==> src/rtl/rsa_pkg.sv <==
// Shared definitions for the RSA operand FIFO: default geometry and the
// operand triple type (n = modulus, d = private exponent, c = ciphertext).
package rsa_pkg;

  localparam int RSA_WIDTH_DEF = 32;
  localparam int RSA_DEPTH_DEF = 32;

  // Default-width operand triple as seen by the loader and the exponentiation engine.
  typedef struct packed {
    logic [RSA_WIDTH_DEF-1:0] n;
    logic [RSA_WIDTH_DEF-1:0] d;
    logic [RSA_WIDTH_DEF-1:0] c;
  } rsa_triple_t;

endpackage : rsa_pkg

==> src/rtl/rsa_fifo_ptr.sv <==
// Modulo-DEPTH pointer with increment enable, synchronous flush and
// asynchronous active-low reset. DEPTH is a power of two, so the natural
// binary rollover of an AW-bit counter gives the modulo wrap.
module rsa_fifo_ptr #(
  parameter int DEPTH = 32,
  parameter int AW    = $clog2(DEPTH)
) (
  input  logic          clk,
  input  logic          rst_n,
  input  logic          flush,
  input  logic          inc,
  output logic [AW-1:0] ptr
);

  logic [AW-1:0] ptr_q;
  logic [AW-1:0] ptr_d;

  // Next pointer: flush wins over increment; otherwise hold.
  always_comb begin
    ptr_d = ptr_q;
    if (flush) begin
      ptr_d = '0;
    end else if (inc) begin
      ptr_d = ptr_q + AW'(1);
    end else begin
      ptr_d = ptr_q;
    end
  end

  // Pointer register, cleared asynchronously.
  always_ff @(posedge clk or negedge rst_n) begin
    if (!rst_n) begin
      ptr_q <= '0;
    end else begin
      ptr_q <= ptr_d;
    end
  end

  assign ptr = ptr_q;

endmodule : rsa_fifo_ptr

==> src/rtl/rsa_operand_fifo.sv <==
// First-word-fall-through FIFO of RSA operand triples between the key/cipher
// loader and the modular-exponentiation engine. All DEPTH slots are usable;
// occupancy is tracked in a separate AW+1 bit counter.
// Optional build macro RSA_FIFO_ERR_EN adds sticky err_overflow/err_underflow.
module rsa_operand_fifo
  import rsa_pkg::*;
#(
  parameter int WIDTH = RSA_WIDTH_DEF,
  parameter int DEPTH = RSA_DEPTH_DEF,
  parameter int AW    = $clog2(DEPTH)
) (
  input  logic             clk,
  input  logic             rst_n,
  input  logic             flush,
  input  logic             in_valid,
  output logic             in_ready,
  input  logic [WIDTH-1:0] in_n,
  input  logic [WIDTH-1:0] in_d,
  input  logic [WIDTH-1:0] in_c,
  output logic             out_valid,
  input  logic             out_ready,
  output logic [WIDTH-1:0] out_n,
  output logic [WIDTH-1:0] out_d,
  output logic [WIDTH-1:0] out_c,
  output logic [AW:0]      count
`ifdef RSA_FIFO_ERR_EN
  ,
  output logic             err_overflow,
  output logic             err_underflow
`endif
);

  localparam int         CW       = AW + 1;
  localparam logic [AW:0] FULL_CNT = CW'(DEPTH);

  // Width-parameterised form of rsa_triple_t (identical layout at default WIDTH).
  typedef struct packed {
    logic [WIDTH-1:0] n;
    logic [WIDTH-1:0] d;
    logic [WIDTH-1:0] c;
  } triple_t;

  triple_t       mem [DEPTH];
  logic [AW-1:0] wr_ptr;
  logic [AW-1:0] rd_ptr;
  logic [AW:0]   count_q;
  logic [AW:0]   count_d;
  logic          push_s;
  logic          pop_s;
  triple_t       head_s;

  assign in_ready  = (count_q != FULL_CNT);
  assign out_valid = (count_q != '0);
  assign push_s    = in_valid && in_ready;
  assign pop_s     = out_valid && out_ready;
  assign count     = count_q;

  rsa_fifo_ptr #(.DEPTH(DEPTH), .AW(AW)) u_wr_ptr (
    .clk   (clk),
    .rst_n (rst_n),
    .flush (flush),
    .inc   (push_s),
    .ptr   (wr_ptr)
  );

  rsa_fifo_ptr #(.DEPTH(DEPTH), .AW(AW)) u_rd_ptr (
    .clk   (clk),
    .rst_n (rst_n),
    .flush (flush),
    .inc   (pop_s),
    .ptr   (rd_ptr)
  );

  // Storage write; the triple offered in a flush cycle is discarded. Not reset.
  always_ff @(posedge clk) begin
    if (push_s && !flush) begin
      mem[wr_ptr] <= '{n: in_n, d: in_d, c: in_c};
    end
  end

  // Occupancy: flush clears; push-only +1, pop-only -1, both or neither hold.
  always_comb begin
    count_d = count_q;
    if (flush) begin
      count_d = '0;
    end else begin
      case ({push_s, pop_s})
        2'b10:   count_d = count_q + CW'(1);
        2'b01:   count_d = count_q - CW'(1);
        default: count_d = count_q;
      endcase
    end
  end

  // Occupancy register, cleared asynchronously.
  always_ff @(posedge clk or negedge rst_n) begin
    if (!rst_n) begin
      count_q <= '0;
    end else begin
      count_q <= count_d;
    end
  end

  // Fall-through head data, zeroed whenever the FIFO is empty.
  always_comb begin
    head_s = '0;
    if (out_valid) begin
      head_s = mem[rd_ptr];
    end else begin
      head_s = '0;
    end
  end

  assign out_n = head_s.n;
  assign out_d = head_s.d;
  assign out_c = head_s.c;

`ifdef RSA_FIFO_ERR_EN
  logic err_overflow_q;
  logic err_overflow_d;
  logic err_underflow_q;
  logic err_underflow_d;

  // Sticky protocol-violation flags; only flush (or reset) clears them.
  always_comb begin
    err_overflow_d  = err_overflow_q;
    err_underflow_d = err_underflow_q;
    if (flush) begin
      err_overflow_d  = 1'b0;
      err_underflow_d = 1'b0;
    end else begin
      if (in_valid && !in_ready) begin
        err_overflow_d = 1'b1;
      end else begin
        err_overflow_d = err_overflow_q;
      end
      if (out_ready && !out_valid) begin
        err_underflow_d = 1'b1;
      end else begin
        err_underflow_d = err_underflow_q;
      end
    end
  end

  // Error flag registers, cleared asynchronously.
  always_ff @(posedge clk or negedge rst_n) begin
    if (!rst_n) begin
      err_overflow_q  <= 1'b0;
      err_underflow_q <= 1'b0;
    end else begin
      err_overflow_q  <= err_overflow_d;
      err_underflow_q <= err_underflow_d;
    end
  end

  assign err_overflow  = err_overflow_q;
  assign err_underflow = err_underflow_q;
`endif

endmodule : rsa_operand_fifo
==> config.mk <==
export PLATFORM = sky130hd
export DESIGN_NAME = rsa_operand_fifo
export DESIGN_NICKNAME = d
export VERILOG_FILES = /design/src/rtl/rsa_pkg.sv /design/src/rtl/rsa_fifo_ptr.sv /design/src/rtl/rsa_operand_fifo.sv
export SDC_FILE = /design/constraint.sdc
export NUM_CORES = 2
export LEC_CHECK = 0
export CORE_MARGIN = 5
export CORE_UTILIZATION = 40
export DETAILED_ROUTE_END_ITERATION = 8
export DONT_BUFFER_PORTS = 1
export PLACE_DENSITY_LB_ADDON = 0.08
export SYNTH_ARGS = -nofsm -noshare
export SYNTH_HDL_FRONTEND = slang
export SYNTH_HIERARCHICAL = 1
export SYNTH_SLANG_ARGS = --single-unit
==> constraint.sdc <==
create_clock -name clk -period 10.3 [get_ports clk]
set_input_delay 1.03 -clock clk [delete_from_list [all_inputs] [get_ports clk]]
set_output_delay 1.03 -clock clk [all_outputs]
set_load 0.1 [all_outputs]
# ---- Word-level counts from Yosys, hierarchy flattened
# Memory sizes are Yosys's and may differ from the RTL's.
# Cells that the tools add are included.
dict set report word_totals {
  regBits 16
  ramBits 3072
  in_bits 101
  out_inout_bits 104
  elab_cells 28
  mem_count 1
}
dict set report classes {
  n_addsub 4
  n_eq_ne 3
  mux 9
  n_reduce_logical 8
}
# memory depth width read_ports rd_ports_with_merged_regs wr line
set memory_table {}
lappend memory_table {mem 32 96 1 0 1 rsa_operand_fifo.sv:43} ;# triple_t mem [DEPTH];
# op count
set ops {}
lappend ops {{$mux 96} 1}
lappend ops {{$mux 5} 4}
lappend ops {{$pmux 6 s2} 1}
lappend ops {{$add 5x1->5 const B} 2}
lappend ops {{$add 6x1->6 const B} 1}
lappend ops {{$mux 6} 1}
lappend ops {{$ne 6x6->1 const B} 1}
lappend ops {{$reduce_bool 6->1} 1}
lappend ops {{$sub 6x1->6 const B} 1}
lappend ops {{$reduce_bool 2->1} 2}
lappend ops {{$logic_and 1x1->1} 3}
lappend ops {{$reduce_bool 3->1} 1}
lappend ops {{$eq 2x1->1 const B} 1}
lappend ops {{$eq 2x2->1 const B} 1}
lappend ops {{$mux 1} 2}
lappend ops {{$logic_not 1->1} 1}

# ---- Longest topological paths before layout
dict set report depth {
  word_depth 5
  mapped_depth 10
  mapped_depth_nobuf 9
}

# ---- By module
# Netlist, hierarchy kept.
# module instances cells_each area_per_inst_um2 seq_area_each_um2
set modules_own_cells {}
lappend modules_own_cells {rsa_operand_fifo 1 4853 117236.2 92398.6}
lappend modules_own_cells {rsa_fifo_ptr 2 22 252.7 125.1}

# ---- Worst setup path after synthesis
# OpenSTA, ideal clock, no wires.
dict set report synth_path {
  path_kind {reg2out}
  start {reg count_q[0], in the netlist count[0]}
  end {out out_n[13]}
  arrival_ns 6.642
  required_ns 9.270
  path_slack_ns 2.628
  stages_incl_launch_ff 7
  n_path_buf 2
  path_cell_list {dfrtp_1 nor2_1 nand2_1 clkbuf_1 clkbuf_1 o21ai_0 a2111oi_0}
}
dict set report synth_between {
  elab_chain_cells 2
}
# item line
set synth_lines {}
lappend synth_lines {{from (decl)} rsa_operand_fifo.sv:46} ;# logic [AW:0] count_q;
lappend synth_lines {{from (signal assigned)} rsa_operand_fifo.sv:100} ;# count_q <= count_d;
lappend synth_lines {{$reduce_bool 6->1} rsa_operand_fifo.sv:53} ;# assign out_valid = (count_q != '0);
lappend synth_lines {{$mux 96} rsa_operand_fifo.sv:107} ;# if (out_valid) begin
lappend synth_lines {{to (decl)} rsa_operand_fifo.sv:22} ;# output logic [WIDTH-1:0] out_n,
# No other way between the ends.

# ---- Worst setup path after layout
dict set report layout_path {
  start {reg count_q[0], in the netlist count[0]}
  end {out out_d[20]}
}
dict set report layout_between {
  elab_chain_cells 2
}
# item line
set layout_lines {}
lappend layout_lines {{$reduce_bool 6->1} rsa_operand_fifo.sv:53}
lappend layout_lines {{$mux 96} rsa_operand_fifo.sv:107}
lappend layout_lines {{to (decl)} rsa_operand_fifo.sv:23} ;# output logic [WIDTH-1:0] out_d,
# No other way between the ends.

==> results.sh <==
export IMPL_status="finished, final reports clean"
export IMPL_cp_max_fo=44
export IMPL_final_cells=9295
export IMPL_syn_num_nets=5005
export IMPL_dr_pass1_iters=6
export IMPL_worstHoldPathType="input port to flip-flop"
export IMPL_dp_slack_ns=4.58
export IMPL_die_y_microns=553
export IMPL_synth_ff_type="edfxtp_1"
export IMPL_crit_buf_inv=1
export IMPL_drtIter0Drc=4528
export IMPL_die_area_sq_um=305000
export IMPL_skew_ns=0.0448
export IMPL_drv_cap=0
export IMPL_critPathCaptureType="output pin"
export IMPL_grt_usage_pct=20.2
export IMPL_hold_viol=0
export IMPL_cts_buffers=339
export IMPL_num_vias=53200
export IMPL_grt_antenna_before_repair=3
export IMPL_grt_first_pass_wirelength_microns=442000
export IMPL_core_area_sq_um=294000
export IMPL_p_per_area_nw_per_um2=249
export IMPL_cts_tree="done"
export IMPL_synthTopCellsByArea="edfxtp_1 78%, mux4_2 15%, mux2i_1 1.6%"
export IMPL_setup_viol=0
export IMPL_synth_common_cells="3,072 x edfxtp_1, 769 x mux4_2, 188 x mux2i_1"
export IMPL_rows=199
export IMPL_overflow=0
export IMPL_die_x_microns=553
export IMPL_synth_edf_count=3072
export IMPL_drive_gt1_share_pct=28.6
export IMPL_clk_pin_slew_ns=0.06
export IMPL_maxSlewHeadroom_pct=10.8
export IMPL_grt_setup_unrepaired="false"
export IMPL_ys_seq_elements=3088
export IMPL_critPathMaxStageDelay_ns=1.10
export IMPL_synth_distinct_cells=51
export IMPL_dp_hpwl_microns=159000
export IMPL_slew_viol_final=0
export IMPL_cp_arrival_ns=5.39
export IMPL_wire_per_inst_microns=33.6
export IMPL_yosys_area_top_type="edfxtp_1"
export IMPL_h_tree_depth=5
export IMPL_drt_total_wl_microns=313000
export IMPL_totalPowerFinal_mw=33.4
export IMPL_ant_nets=0
export IMPL_critPathSlowestCell="dfrtp_1"
export IMPL_yosys_warnings=6
export IMPL_insertion_delay_ns=0.91
export IMPL_syn_area_per_cell_sq_um=24.0
export IMPL_synth_seq_area_share_pct=78.7
export IMPL_grt_max_degree=111
export IMPL_fin_nets=5215
export IMPL_grt_pass1_vias=55800
export IMPL_fmax_mhz=156
export IMPL_tightest_slew_ns=1.34
export IMPL_floorplan_initialDensity_pct=40.1
export IMPL_synth_cells=4897
export IMPL_clock_sinks=3088
export IMPL_p_leak_nw=40.0
export IMPL_syn2layout_area_growth_pct=14.1
export IMPL_peakVddDrop_uv=232
export IMPL_clock_path_buffers=4
export IMPL_clockRootBuffer="clkbuf_16"
export IMPL_netlist_area_sq_um=118000
export IMPL_num_io_pins=205
export IMPL_place_gp_congestion=0.703
export IMPL_crit_chain="nor2_1, nand2_4, buf_4, nand2b_2, o22ai_1, or2_1"
export IMPL_path_delay_family="simple AND/OR/NAND/NOR gates"
export IMPL_placedCellCount=8684
export IMPL_synth_most_common_cell="edfxtp_1"
export IMPL_drcViolationCount=0
export IMPL_portBuffers=0
export IMPL_crit_required_ns=9.27
export IMPL_min_period_ns=6.42
export IMPL_totalNegativeSetupSlack_ns=0
export IMPL_critPathLaunchType="flip-flop"
export IMPL_via_per_inst=5.72
export IMPL_cts_resized=0
export IMPL_period_share_pct=62.4
export IMPL_synth_top_area_share_pct=78.3
export IMPL_worstSetupPathType="flip-flop to output pin"
export IMPL_async_flop_share_pct=0.518
export IMPL_timing_final_ws_setup_ns=3.88
==> final cells by class <==
class / count / area (sq um)
tap: 3919 / 4900
inverter: 1 / 3.75
timing repair buffer: 141 / 1440
sequential: 3088 / 92700
antenna: 1 / 2.50
multi-input combinational: 1536 / 24800
fill: 24400 / 159000
clock buffer: 429 / 8960
clock inverter: 180 / 1540
==> cell families after synthesis <==
family	Yosys count	synth area share, %
DFF	3088	78.7
xor gates and xnor gates	7	0.0521
muxes	1033	17.2
adders and majority gates	7	0.0808
and+or+nand+nor	220	0.974
AOI/OAI and AO/OA	269	1.78
buffers and inverters	273	1.27
==> power by group <==
part / total, mW / switching, mW / internal (mW) / leakage [nW]
clock: 11.6 / 4.88 / 6.68 / 5.11
combinational: 7.75 / 4.94 / 2.82 / 7.02
sequential: 14.1 / 0.160 / 13.9 / 27.8
==> registers in the layout (all words and copies together) (netlist names) <==
name,flops
count,6
u_rd_ptr/ptr,5
mem,3072
u_wr_ptr/ptr,5
==> what timing repair did <==
action | in CTS | in global routing
endpoints found under the setup margin | 0 | 0
hold buffers | 1 | 0
endpoints found under the hold margin | 16 | 0
buffers inserted | 0 | 0
==> stage by stage <==
step / hold slack, ns / utilization [%] / instance area (sq um)
after floorplan: 0.536 / - / 118000
after global placement: 0.644 / 42.2 / 124000
after detailed placement: 0.653 / 42.2 / 124000
after CTS: 0.0924 / 45.7 / 134000
after global routing: 0.126 / 45.8 / 134000
final: 0.192 / 45.8 / 134000
==> placed cells by master, fill, tap and decap left out, types with 9 or more instances in the layout <==
cell / synthesis / routed
clkinv_2: 0 / 47
buf_4: 63 / 113
clkbuf_1: 115 / 83
mux2_2: 63 / 63
edfxtp_1: 3072 / 3072
mux2i_1: 188 / 188
clkbuf_16: 0 / 345
buf_12: 3 / 22
nor2_4: 0 / 33
nor2_2: 1 / 18
a221oi_4: 0 / 43
mux4_2: 769 / 769
dfrtp_1: 16 / 11
nand2b_1: 52 / 50
nor2_1: 76 / 26
clkinv_1: 0 / 86
or2_1: 26 / 26
o22ai_1: 70 / 70
nand2_1: 15 / 10
inv_6: 0 / 9
mux4_1: 9 / 9
a21oi_1: 10 / 10
o221ai_1: 104 / 104
bufinv_16: 0 / 21
nor2b_1: 21 / 19
==> metal layers <==
| metal | part of all wire (%) | global-route usage, % | wire [microns] |
|---|---|---|---|
| met1 | 43 | 28.3 | 135000 |
| met2 | 49 | 33.4 | 154000 |
| met4 | 2.5 | 5.21 | 7910 |
| met5 | 0 | 0 | 0 |
| met3 | 4.7 | 3.08 | 14800 |
==> final timing paths <==
path                       depth (start not counted)  slack, ns              end       startpoint
max in group asynchronous                          1       8.83  u_rd_ptr/ptr[2]            rst_n
min in group asynchronous                          1       0.73  u_wr_ptr/ptr[1]            rst_n
min reg2reg                                        2       0.67  u_wr_ptr/ptr[1]  u_wr_ptr/ptr[1]
max reg2reg                                        7       4.63      mem[16][73]         count[4]
max                                                6       3.88        out_d[20]         count[0]
min                                                1       0.19         count[3]            flush
(Power assumes the default switching activity.)
